**src/rtl/regfile_pkg.sv**
```systemverilog
// Shared types and constants for the multi-port register file; no logic, no latency.
package regfile_pkg;

    typedef enum logic {
        CLEAR = 1'b0,
        READY = 1'b1
    } state_t;

    localparam int COUNT_W = 16;
    localparam logic [COUNT_W-1:0] COUNT_MAX = {COUNT_W{1'b1}};

    function automatic int num_regs(input int reg_bits);
        return 1 << reg_bits;
    endfunction

endpackage

```
**src/rtl/regfile_clear_seq.sv**
```systemverilog
// Clear sequencer: zeroes one entry per cycle for NUM_REGS cycles after reset or clear_req.
// busy is registered state; clear_req is ignored while a sequence is already running.
module regfile_clear_seq
    import regfile_pkg::*;
#(
    parameter int REG_BITS = 5
) (
    input  logic                clk,
    input  logic                reset_n,
    input  logic                clear_req,
    output logic                clr_we,
    output logic [REG_BITS-1:0] clr_index,
    output logic                busy
);

    state_t              r_state;
    state_t              w_state_nxt;
    logic [REG_BITS-1:0] r_cnt;
    logic [REG_BITS-1:0] w_cnt_nxt;

    always_ff @(posedge clk or negedge reset_n) begin
        if (!reset_n) begin
            r_state <= CLEAR;
            r_cnt   <= '0;
        end else begin
            r_state <= w_state_nxt;
            r_cnt   <= w_cnt_nxt;
        end
    end

    // The edge that writes the last index is the one that leaves CLEAR.
    always_comb begin
        w_state_nxt = r_state;
        w_cnt_nxt   = r_cnt;
        clr_we      = 1'b0;
        clr_index   = r_cnt;
        busy        = 1'b0;
        case (r_state)
            CLEAR: begin
                clr_we    = 1'b1;
                busy      = 1'b1;
                w_cnt_nxt = r_cnt + 1'b1;
                if (&r_cnt) begin
                    w_state_nxt = READY;
                    w_cnt_nxt   = '0;
                end
            end
            READY: begin
                if (clear_req) begin
                    w_state_nxt = CLEAR;
                    w_cnt_nxt   = '0;
                end
            end
            default: w_state_nxt = CLEAR;
        endcase
    end

endmodule

```
**src/rtl/regfile_mp.sv**
```systemverilog
// Register file: one write port, READ_PORTS zero-latency read ports, r0 reads zero, built-in clear.
// Writes and reads are ignored/zeroed while busy; define REGFILE_MP_BYPASS_EN for write-through reads.
module regfile_mp
    import regfile_pkg::*;
#(
    parameter int WIDTH      = 16,
    parameter int REG_BITS   = 5,
    parameter int READ_PORTS = 2
) (
    input  logic                           clk,
    input  logic                           reset_n,
    input  logic                           write_en,
    input  logic [REG_BITS-1:0]            write_index,
    input  logic [WIDTH-1:0]               write_data,
    input  logic [READ_PORTS*REG_BITS-1:0] read_index,
    output logic [READ_PORTS*WIDTH-1:0]    read_data,
    input  logic                           clear_req,
    output logic                           busy,
    output logic [COUNT_W-1:0]             write_count
);

    localparam int NUM_REGS = num_regs(REG_BITS);

    logic                w_clr_we;
    logic [REG_BITS-1:0] w_clr_index;
    logic                w_busy;
    logic                w_accept;
    logic                w_mem_we;
    logic [REG_BITS-1:0] w_mem_idx;
    logic [WIDTH-1:0]    w_mem_dat;
    logic [WIDTH-1:0]    r_mem [NUM_REGS];
    logic [COUNT_W-1:0]  r_write_count;

    regfile_clear_seq #(
        .REG_BITS (REG_BITS)
    ) u_clear_seq (
        .clk       (clk),
        .reset_n   (reset_n),
        .clear_req (clear_req),
        .clr_we    (w_clr_we),
        .clr_index (w_clr_index),
        .busy      (w_busy)
    );

    // A write coinciding with clear_req is dropped, so it neither lands nor counts.
    assign w_accept  = write_en && !w_busy && !clear_req && (write_index != '0);
    assign w_mem_we  = w_clr_we || w_accept;
    assign w_mem_idx = w_clr_we ? w_clr_index : write_index;
    assign w_mem_dat = w_clr_we ? '0 : write_data;

    always_ff @(posedge clk) begin
        if (w_mem_we) begin
            r_mem[w_mem_idx] <= w_mem_dat;
        end
    end

    always_ff @(posedge clk or negedge reset_n) begin
        if (!reset_n) begin
            r_write_count <= '0;
        end else if (!w_busy && clear_req) begin
            r_write_count <= '0;
        end else if (w_accept && (r_write_count != COUNT_MAX)) begin
            r_write_count <= r_write_count + 1'b1;
        end
    end

    for (genvar p = 0; p < READ_PORTS; p++) begin : g_rd
        logic [REG_BITS-1:0] w_rd_idx;
        assign w_rd_idx = read_index[p*REG_BITS +: REG_BITS];
        always_comb begin
            read_data[p*WIDTH +: WIDTH] = '0;
            if (!w_busy && (w_rd_idx != '0)) begin
`ifdef REGFILE_MP_BYPASS_EN
                if (w_accept && (w_rd_idx == write_index)) begin
                    read_data[p*WIDTH +: WIDTH] = write_data;
                end else begin
                    read_data[p*WIDTH +: WIDTH] = r_mem[w_rd_idx];
                end
`else
                read_data[p*WIDTH +: WIDTH] = r_mem[w_rd_idx];
`endif
            end
        end
    end

    assign busy        = w_busy;
    assign write_count = r_write_count;

endmodule

```
**config.mk**
```make
export PLATFORM = sky130hd
export DESIGN_NAME = regfile_mp
export DESIGN_NICKNAME = d
export VERILOG_FILES = /design/src/rtl/regfile_pkg.sv /design/src/rtl/regfile_clear_seq.sv /design/src/rtl/regfile_mp.sv
export SDC_FILE = /design/constraint.sdc
export NUM_CORES = 1
export LEC_CHECK = 0
export CAP_MARGIN = 20
export CORE_AREA = 2 2 241 243
export DETAILED_ROUTE_END_ITERATION = 8
export DIE_AREA = 0 0 243 245
export HOLD_SLACK_MARGIN = 0.15
export SYNTH_ARGS = -nofsm -noshare
export SYNTH_HDL_FRONTEND = slang
export SYNTH_HIERARCHICAL = 1
export SYNTH_SLANG_ARGS = --single-unit
```
**constraint.sdc**
```tcl
create_clock -name clk -period 3.57 [get_ports clk]
set_clock_uncertainty 0.2 [all_clocks]
set_input_delay 0.357 -clock clk [delete_from_list [all_inputs] [get_ports clk]]
set_output_delay 0.357 -clock clk [all_outputs]
set_load 0.03 [all_outputs]
```
==> qor.log, run 1 <==
qor: power.power.density_cell_area 608 nW/um2
qor: synth.post_synth_inst_count 1357
qor: timing.timing_max_transition_violations_final 0
qor: worst_setup_path.critPathLaunchType register
qor: final_layout.post_route_cells_drive_above_1_share 0.359
qor: clock_network.post_cts_clock_slew_at_the_launch_and_capture_registers_of_the_worst_setup_and_hold_paths 0.06 ns
qor: placed_design.quantity_of_i_o_buffers_inserted_on_ports 83
qor: synth.synth.top_cells.by_area sky130_fd_sc_hd__edfxtp_1, sky130_fd_sc_hd__mux4_2, sky130_fd_sc_hd__mux2i_1
qor: worst_setup_path.reg2reg_from u_clear_seq/r_state
qor: power.p_leak 10.4 nW
qor: global_routing.grt_max_degree 77
qor: synth.syn-cell-area 25300 um2
qor: power.vdd_ir_drop_max 394 uV
qor: global_routing.grt_first_pass_wirelength 106000 um
qor: clock_network.clock-root-buffer sky130_fd_sc_hd__clkbuf_16
qor: final_layout.post_layout_nonfiller_instances 2352
qor: worst_setup_path.cp_data_required_time 3.01 ns
qor: final_layout.layout.nets 1576
qor: final_layout.areaGrowthSynthToFinish 19.9%
qor: global_routing.tot_gr_track_use 0.248
qor: floorplan.num_io_pins 84
qor: clock_network.clock_path_buffers 3
qor: global_routing.vias_in_the_first_global_route 15200
qor: clock_network.cts_inserted_buffers 57
qor: worst_setup_path.setup.worst_path.end_class primary output
qor: floorplan.die_height 245 um
qor: floorplan.initial_core_util 0.444
qor: synth.synth_top_cells_by_count sky130_fd_sc_hd__edfxtp_1, sky130_fd_sc_hd__mux4_2, sky130_fd_sc_hd__mux2i_1
qor: min_path.worstHoldPathType reg2reg
qor: detailed_routing.drtIter0Drc 1521
qor: final_layout.num-fill-cells 4600
qor: timing.hold_viol_final 0
qor: min_path.hold_path.startpoint write_count[7]
qor: detailed_routing.first_pass_iters 5
qor: synth.synth_most_common_cell sky130_fd_sc_hd__edfxtp_1
qor: clock_network.cts_tree built
qor: synth.synth_top_cell_by_area sky130_fd_sc_hd__edfxtp_1
qor: min_path.worst_hold_path.endpoint write_count[7]
qor: floorplan.row_count 88
qor: floorplan.die_w 243 um
qor: synth.syn_area_per_cell 18.6 um2
qor: detailed_routing.finalWirelength 73400 um
qor: synth.synth-main-ff-cell sky130_fd_sc_hd__edfxtp_1
qor: worst_setup_path.worst-setup-path-type reg2out
qor: timing.setup_tns 0 ns
qor: worst_setup_path.crit-reg2reg-capture r_mem[4][11]
qor: timing.final_setup_fails 0
qor: timing.worstMarginPinSlew 1.13 ns
qor: detailed_routing.route.detailed.wl_per_inst 31.2 um
qor: job.drv.max_cap_violation_count 0
qor: placed_design.routabilityCongestion 0.849
qor: clock_network.clock_insertion_delay_worst_skew 0.62 ns
qor: global_routing.grt_antenna_before_repair 1
qor: placed_design.numPlacedInstances 2236
qor: synth.yosysWarningCount 6
qor: detailed_routing.antenna_left 0
qor: clock_network.cts_num_sinks 534
qor: detailed_routing.route.vias.total 14800
qor: synth.synth_edf_count 512
qor: floorplan.fp.dieArea 59500 um2
qor: floorplan.core 57000 um2
qor: detailed_routing.post-route-drc-count 0
qor: timing.achievable-frequency 289 MHz
qor: worst_setup_path.crit_path_max_fanout 16
qor: worst_setup_path.r2r_setup_slack 0.61 ns
qor: synth.synth-async-reset-ratio 0.0412
qor: min_path.min_path_cells 1
qor: timing.max_slew_headroom_at_the_worst_pin 0.249
qor: detailed_routing.via_per_inst 6.30
qor: timing.final_period_minus_worst_setup_slack 3.47 ns
qor: synth.synth.yosys.seq_area_share 0.630
qor: worst_setup_path.worst_ep_arrival_time 2.91 ns
qor: synth.synth_top_area_frac 0.608
qor: global_routing.global_route.overflow_total 0
qor: placed_design.hpwlAfterDp 45300 um
qor: clock_network.post-cts-setup-buffers 0
qor: timing.rsz0062_at_grt false
qor: timing.finalCritPeriodShare 0.971
qor: clock_network.cts_max_level 2
qor: status.outcome finished, final reports clean
qor: synth.synth-seq-cells 534
qor: worst_setup_path.r2r_cells 7
qor: synth.synth_cell_type_count 60
qor: synth.mappedNetlistNets 1395
## repair_timing
action,4_1_cts,5_1_grt
hold endpoints to repair,22,0
hold buffers,1,0
setup endpoints to repair,15,15
gates resized for setup,9,5
## report_power, final
group | total (mW) | switching (mW) | internal (mW)
Sequential | 8.30 | 0.323 | 7.97
Clock | 6.09 | 2.49 | 3.60
Combinational | 4.08 | 2.46 | 1.61
Total | 18.5 | 5.27 | 13.2
## flip-flops by register name (all words and copies together) (netlist names)
register               count
write_count               16
r_mem                    512
u_clear_seq/clr_index      5
u_clear_seq/r_state        1
## worst max-delay path, cell delays in order, from the launching register on
cell,delay [ns]
sky130_fd_sc_hd__dfrtp_1,0.44
sky130_fd_sc_hd__clkinv_1,0.18
sky130_fd_sc_hd__buf_4,0.22
sky130_fd_sc_hd__buf_6,0.19
sky130_fd_sc_hd__nor3_2,0.25
sky130_fd_sc_hd__o31ai_4,0.10
sky130_fd_sc_hd__buf_6,0.22
sky130_fd_sc_hd__o22a_1,0.30
sky130_fd_sc_hd__o221ai_2,0.18
sky130_fd_sc_hd__buf_12,0.18
## logic make-up (layout without fill, tap and decap cells)
kind of cell	after synthesis	after routing	share of synthesized area
simple gates	160	160	0.0316
flops	534	534	0.630
other cells	0	1	0
mux	397	397	0.267
xor+xnor	7	7	0.00242
compound gates	151	151	0.0465
buf+inv	105	334	0.0218
fa+ha+maj	3	3	0.00148
## stage by stage
stage	total power [mW]	setup slack (ns)	util	hold slack (ns)	area, um2
4_1_cts	18.5	0.0107	0.530	0.279	30200
2_1_floorplan	10.4	0.525	-	-0.139	25300
6_report	18.5	0.105	0.532	0.295	30300
3_3_place_gp	12.3	0.248	0.493	0.285	28100
5_1_grt	19.1	0.0248	0.532	0.309	30300
3_5_place_dp	12.4	0.262	0.495	0.288	28200
## worst max path at each step
stage / slack [ns] / endpoint / start / cells after the start
final: 0.10 / read_data[30] / u_clear_seq/r_state / 9
after global routing: 0.02 / read_data[15] / u_clear_seq/r_state / 9
after CTS: 0.01 / read_data[18] / u_clear_seq/r_state / 9
after detailed placement: 0.26 / r_mem[16][11] / write_index[0] / 8
after global placement: 0.25 / r_mem[8][13] / write_index[1] / 8
after floorplan: 0.53 / r_mem[18][0] / u_clear_seq/r_state / 6
## cell type report
| cell class | count | area [um2] | area share |
|---|---|---|---|
| Sequential cell | 534 | 15900 | 0.525 |
| Multi-Input combinational cell | 718 | 9000 | 0.297 |
| Timing Repair Buffer | 221 | 2520 | 0.0831 |
| Clock buffer | 74 | 1570 | 0.0518 |
| Tap cell | 765 | 957 | 0.0315 |
| Clock inverter | 33 | 339 | 0.0112 |
| Inverter | 6 | 22.5 | 0.000742 |
| Antenna cell | 1 | 2.50 | 0.0000825 |
## layout by cell type, fill, tap and decap left out, drive strengths merged, types with 4 or more instances in the layout
master,synthesis,final
nor3,4,4
nor4,5,5
nor2b,23,23
a21oi,33,33
nand4,4,4
and3,4,4
clkdlybuf4s50,0,44
mux2,25,25
nand3,10,10
nor3b,8,8
nor2,49,49
nand2,41,41
bufinv,0,7
a221oi,14,14
mux2i,155,155
clkinv,0,25
o32ai,4,4
a22o,13,13
xnor2,6,6
edfxtp,512,512
clkbuf,32,74
a22oi,7,7
mux4,217,217
inv,6,7
a221o,4,4
o21ai,5,5
dfrtp,22,22
a31oi,4,4
a211o,4,4
buf,67,176
o22a,17,17
o221ai,34,34
## routing by layer
metal	vias up	routed length [um]	track usage
met2	680	35500	0.401
met4	0	2980	0.102
met1	7837	29200	0.331
met5	-	0	0
li1	6152	-	-
met3	138	5750	0.0514
Note: power is estimated with default switching activity, not from simulation.
==> inputs of run 2 (changes only) <==
--- a/config.mk
+++ b/config.mk
@@ -10,6 +10,8 @@
 export DETAILED_ROUTE_END_ITERATION = 8
 export DIE_AREA = 0 0 243 245
 export HOLD_SLACK_MARGIN = 0.15
+export MAX_ROUTING_LAYER = met4
+export SLEW_MARGIN = 20
 export SYNTH_ARGS = -nofsm -noshare
 export SYNTH_HDL_FRONTEND = slang
 export SYNTH_HIERARCHICAL = 1
==> run 2 against run 1 <==
Wire length about the same. Die area stayed put. First-iteration DRC count up 1.2%. Count of clock-buffer cells in the layout grew 3. Utilization is 0.31 points lower. Highest routed layer unchanged.
==> qor.log, run 2 (same netlist as run 1, synthesis figures left out) <==
qor: timing.hold_viol_final 0 [unchanged]
qor: worst_setup_path.timing.critical_path.from u_clear_seq/r_state
qor: power.post-layout-total-power 18.4 mW [-0.55%]
qor: placed_design.quantity_of_i_o_buffers_inserted_on_ports 83 [unchanged]
qor: power.power.density_cell_area 609 nW/um2 [about the same]
qor: global_routing.grt_first_pass_wirelength 106000 um [+0.47%]
qor: worst_setup_path.r2r_setup_slack 0.58 ns [-0.03 ns]
qor: detailed_routing.route.vias.total 14700 [-0.63%]
qor: detailed_routing.finalWirelength 73300 um [about the same]
qor: clock_network.cts_max_level 2 [unchanged]
qor: placed_design.hpwlAfterDp 44900 um [-0.87%]
qor: placed_design.routabilityCongestion 0.862 [+1.6%]
qor: worst_setup_path.endpoint_of_the_worst_setup_timing_path read_data[31]
qor: worst_setup_path.most_used_cell_along_the_critical_path sky130_fd_sc_hd__buf_6
qor: clock_network.post-cts-setup-buffers 0 [unchanged]
qor: worst_setup_path.worst-setup-path-type reg2out
qor: final_layout.final_cell_mix sky130_fd_sc_hd__edfxtp_1, sky130_fd_sc_hd__mux4_2, sky130_fd_sc_hd__mux2i_1, sky130_fd_sc_hd__buf_4, sky130_fd_sc_hd__clkbuf_16
qor: clock_network.cts_tree built
qor: worst_setup_path.worst_ep_arrival_time 2.95 ns [+0.04 ns]
qor: final_layout.areaGrowthSynthToFinish 19.3%
qor: floorplan.core 57000 um2 [unchanged]
qor: global_routing.vias_in_the_first_global_route 15200 [-0.49%]
qor: clock_network.post_cts_clock_slew_at_the_launch_and_capture_registers_of_the_worst_setup_and_hold_paths 0.06 ns [about the same]
qor: worst_setup_path.r2r_cells 7 [unchanged]
qor: job.drv.max_cap_violation_count 0 [unchanged]
qor: timing.final_setup_fails 0 [unchanged]
qor: placed_design.numPlacedInstances 2228 [-0.36%]
qor: clock_network.clock_path_buffers 3 [unchanged]
qor: worst_setup_path.reg2reg_from u_clear_seq/r_state
qor: final_layout.final_common_cell sky130_fd_sc_hd__edfxtp_1
qor: detailed_routing.post-route-drc-count 0 [unchanged]
qor: timing.timing_max_transition_violations_final 0 [unchanged]
qor: timing.final_period_minus_worst_setup_slack 3.50 ns [+0.0369 ns]
qor: final_layout.post_layout_nonfiller_instances 2336 [-0.68%]
qor: timing.finalCritPeriodShare 0.981 [+0.0103]
qor: final_layout.largest_reg_flops 512 [unchanged]
qor: floorplan.fp.dieArea 59500 um2 [unchanged]
qor: detailed_routing.antenna_left 0 [unchanged]
qor: timing.worstMarginPinSlew 0.940 ns [-0.186 ns]
qor: placed_design.pre_cts_ws 0.284 ns [+0.0217 ns]
qor: final_layout.post_route_cells_drive_above_1_share 0.348 [-0.0104]
qor: detailed_routing.first_pass_iters 5 [unchanged]
qor: worst_setup_path.crit_chain clkinv_1 > buf_4 > buf_6 > nor2_1 > nand2_1 > buf_6 > o22a_1 > o221ai_1 > buf_12
qor: power.vdd_ir_drop_max 458 uV [+16%]
qor: worst_setup_path.critPathLaunchType register
qor: worst_setup_path.cp_num_cells 9 [unchanged]
qor: floorplan.die_height 245 um [unchanged]
qor: worst_setup_path.cp_num_buf_inv 5 [unchanged]
qor: timing.achievable-frequency 286 MHz [-1.1%]
qor: floorplan.num_io_pins 84 [unchanged]
qor: global_routing.tot_gr_track_use 0.257 [+0.00868]
qor: worst_setup_path.crit-reg2reg-capture r_mem[4][7]
qor: final_layout.num-fill-cells 4544 [-1.2%]
qor: worst_setup_path.setup.worst_path.end_class primary output
qor: worst_setup_path.cp_data_required_time 3.01 ns [about the same]
qor: clock_network.clock_insertion_delay_worst_skew 0.61 ns [about the same]
qor: worst_setup_path.cell_with_the_largest_stage_delay_on_the_worst_path sky130_fd_sc_hd__dfrtp_1
qor: floorplan.initial_core_util 0.444 [unchanged]
qor: clock_network.cts_inserted_buffers 57 [unchanged]
qor: global_routing.grt_antenna_before_repair 2 [+1]
qor: status.outcome finished, final reports clean
qor: timing.final.hold.worst_slack 0.304 ns [+0.00874 ns]
qor: floorplan.row_count 88 [unchanged]
qor: final_layout.regMostFlops r_mem
qor: global_routing.grt_max_degree 77 [unchanged]
qor: detailed_routing.route.detailed.wl_per_inst 31.4 um [+0.60%]
qor: min_path.worstHoldPathType reg2reg
qor: worst_setup_path.timing.critical_path.slowest_cell_delay 0.44 ns [about the same]
qor: final_layout.layout.nets 1563 [-0.82%]
qor: timing.rsz0062_at_grt true
qor: final_layout.layout.core_utilization 0.529 [-0.00309]
qor: timing.max_slew_headroom_at_the_worst_pin 0.373 [+0.124]
qor: worst_setup_path.crit_path_max_fanout 16 [unchanged]
qor: power.p_leak 10.3 nW [-0.93%]
qor: timing.finalWorstSetupSlack 0.0677 ns [-0.0369 ns]
qor: clock_network.cts_num_sinks 534 [unchanged]
qor: worst_setup_path.crit_family buffers and inverters
qor: clock_network.clock-root-buffer sky130_fd_sc_hd__clkbuf_16
qor: detailed_routing.drtIter0Drc 1539 [+1.2%]
qor: global_routing.global_route.overflow_total 0 [unchanged]
qor: floorplan.die_w 243 um [unchanged]
qor: detailed_routing.via_per_inst 6.30 [about the same]
-- run 2: area by class of cell --
class | instances | area [um2] | share of cell area
antenna | 1 | 2.50 | 0.0000830
clock buffer | 77 | 1520 | 0.0504
clock inverter | 27 | 353 | 0.0117
inverter | 6 | 22.5 | 0.000747
multi-input combinational | 718 | 9070 | 0.301
sequential | 534 | 15900 | 0.528
tap | 765 | 957 | 0.0317
timing repair buffer | 208 | 2310 | 0.0765
-- run 2: worst reg2reg max path, stage by stage, from the launching register on --
cell	delay, ns
sky130_fd_sc_hd__dfrtp_1	0.44
sky130_fd_sc_hd__clkinv_1	0.18
sky130_fd_sc_hd__buf_4	0.23
sky130_fd_sc_hd__buf_6	0.20
sky130_fd_sc_hd__o32ai_1	0.40
sky130_fd_sc_hd__nand2_1	0.23
sky130_fd_sc_hd__nor2_2	0.38
sky130_fd_sc_hd__buf_4	0.39
-- run 2: through the flow --
step           TNS [ns]  cell area [um2]
4_1_cts               0            30100
2_1_floorplan         0            25300
3_5_place_dp          0            28200
6_report              0            30200
5_1_grt          -0.114            30200
3_3_place_gp          0            28100
-- run 2: how the worst min path moves through the flow --
stage,to,from,cells after the start,slack [ns]
after floorplan,u_clear_seq/clr_index[0],reset_n,0,-0.14
after global placement,write_count[7],write_count[7],1,0.29
after detailed placement,write_count[7],write_count[7],1,0.30
after CTS,u_clear_seq/r_state,clear_req,3,0.30
after global routing,u_clear_seq/r_state,clear_req,3,0.34
final,write_count[7],write_count[7],1,0.30
-- run 2: timing repair --
item                                    in CTS  in global routing
resized for setup                            7                  7
endpoints found under the hold margin       22                 22
pin swaps                                    0                  0
hold buffers                                 1                  1
gates cloned                                 0                  0
endpoints found under the setup margin      15                 10
-- run 2: power breakdown --
group          switching, mW  internal, mW  total [mW]  leakage, nW
registers              0.316          7.98        8.29         5.05
logic                   2.48          1.56        4.04         4.29
clock network           2.41          3.61        6.02        0.913
-- run 2: routing by layer --
metal / routed length, um / GRT usage / vias to the layer above
li1: - / - / 6135
met1: 29400 / 0.344 / 7748
met2: 35400 / 0.402 / 700
met3: 5830 / 0.0434 / 131
met4: 2710 / 0.0900 / 0
met5: 0 / - / -
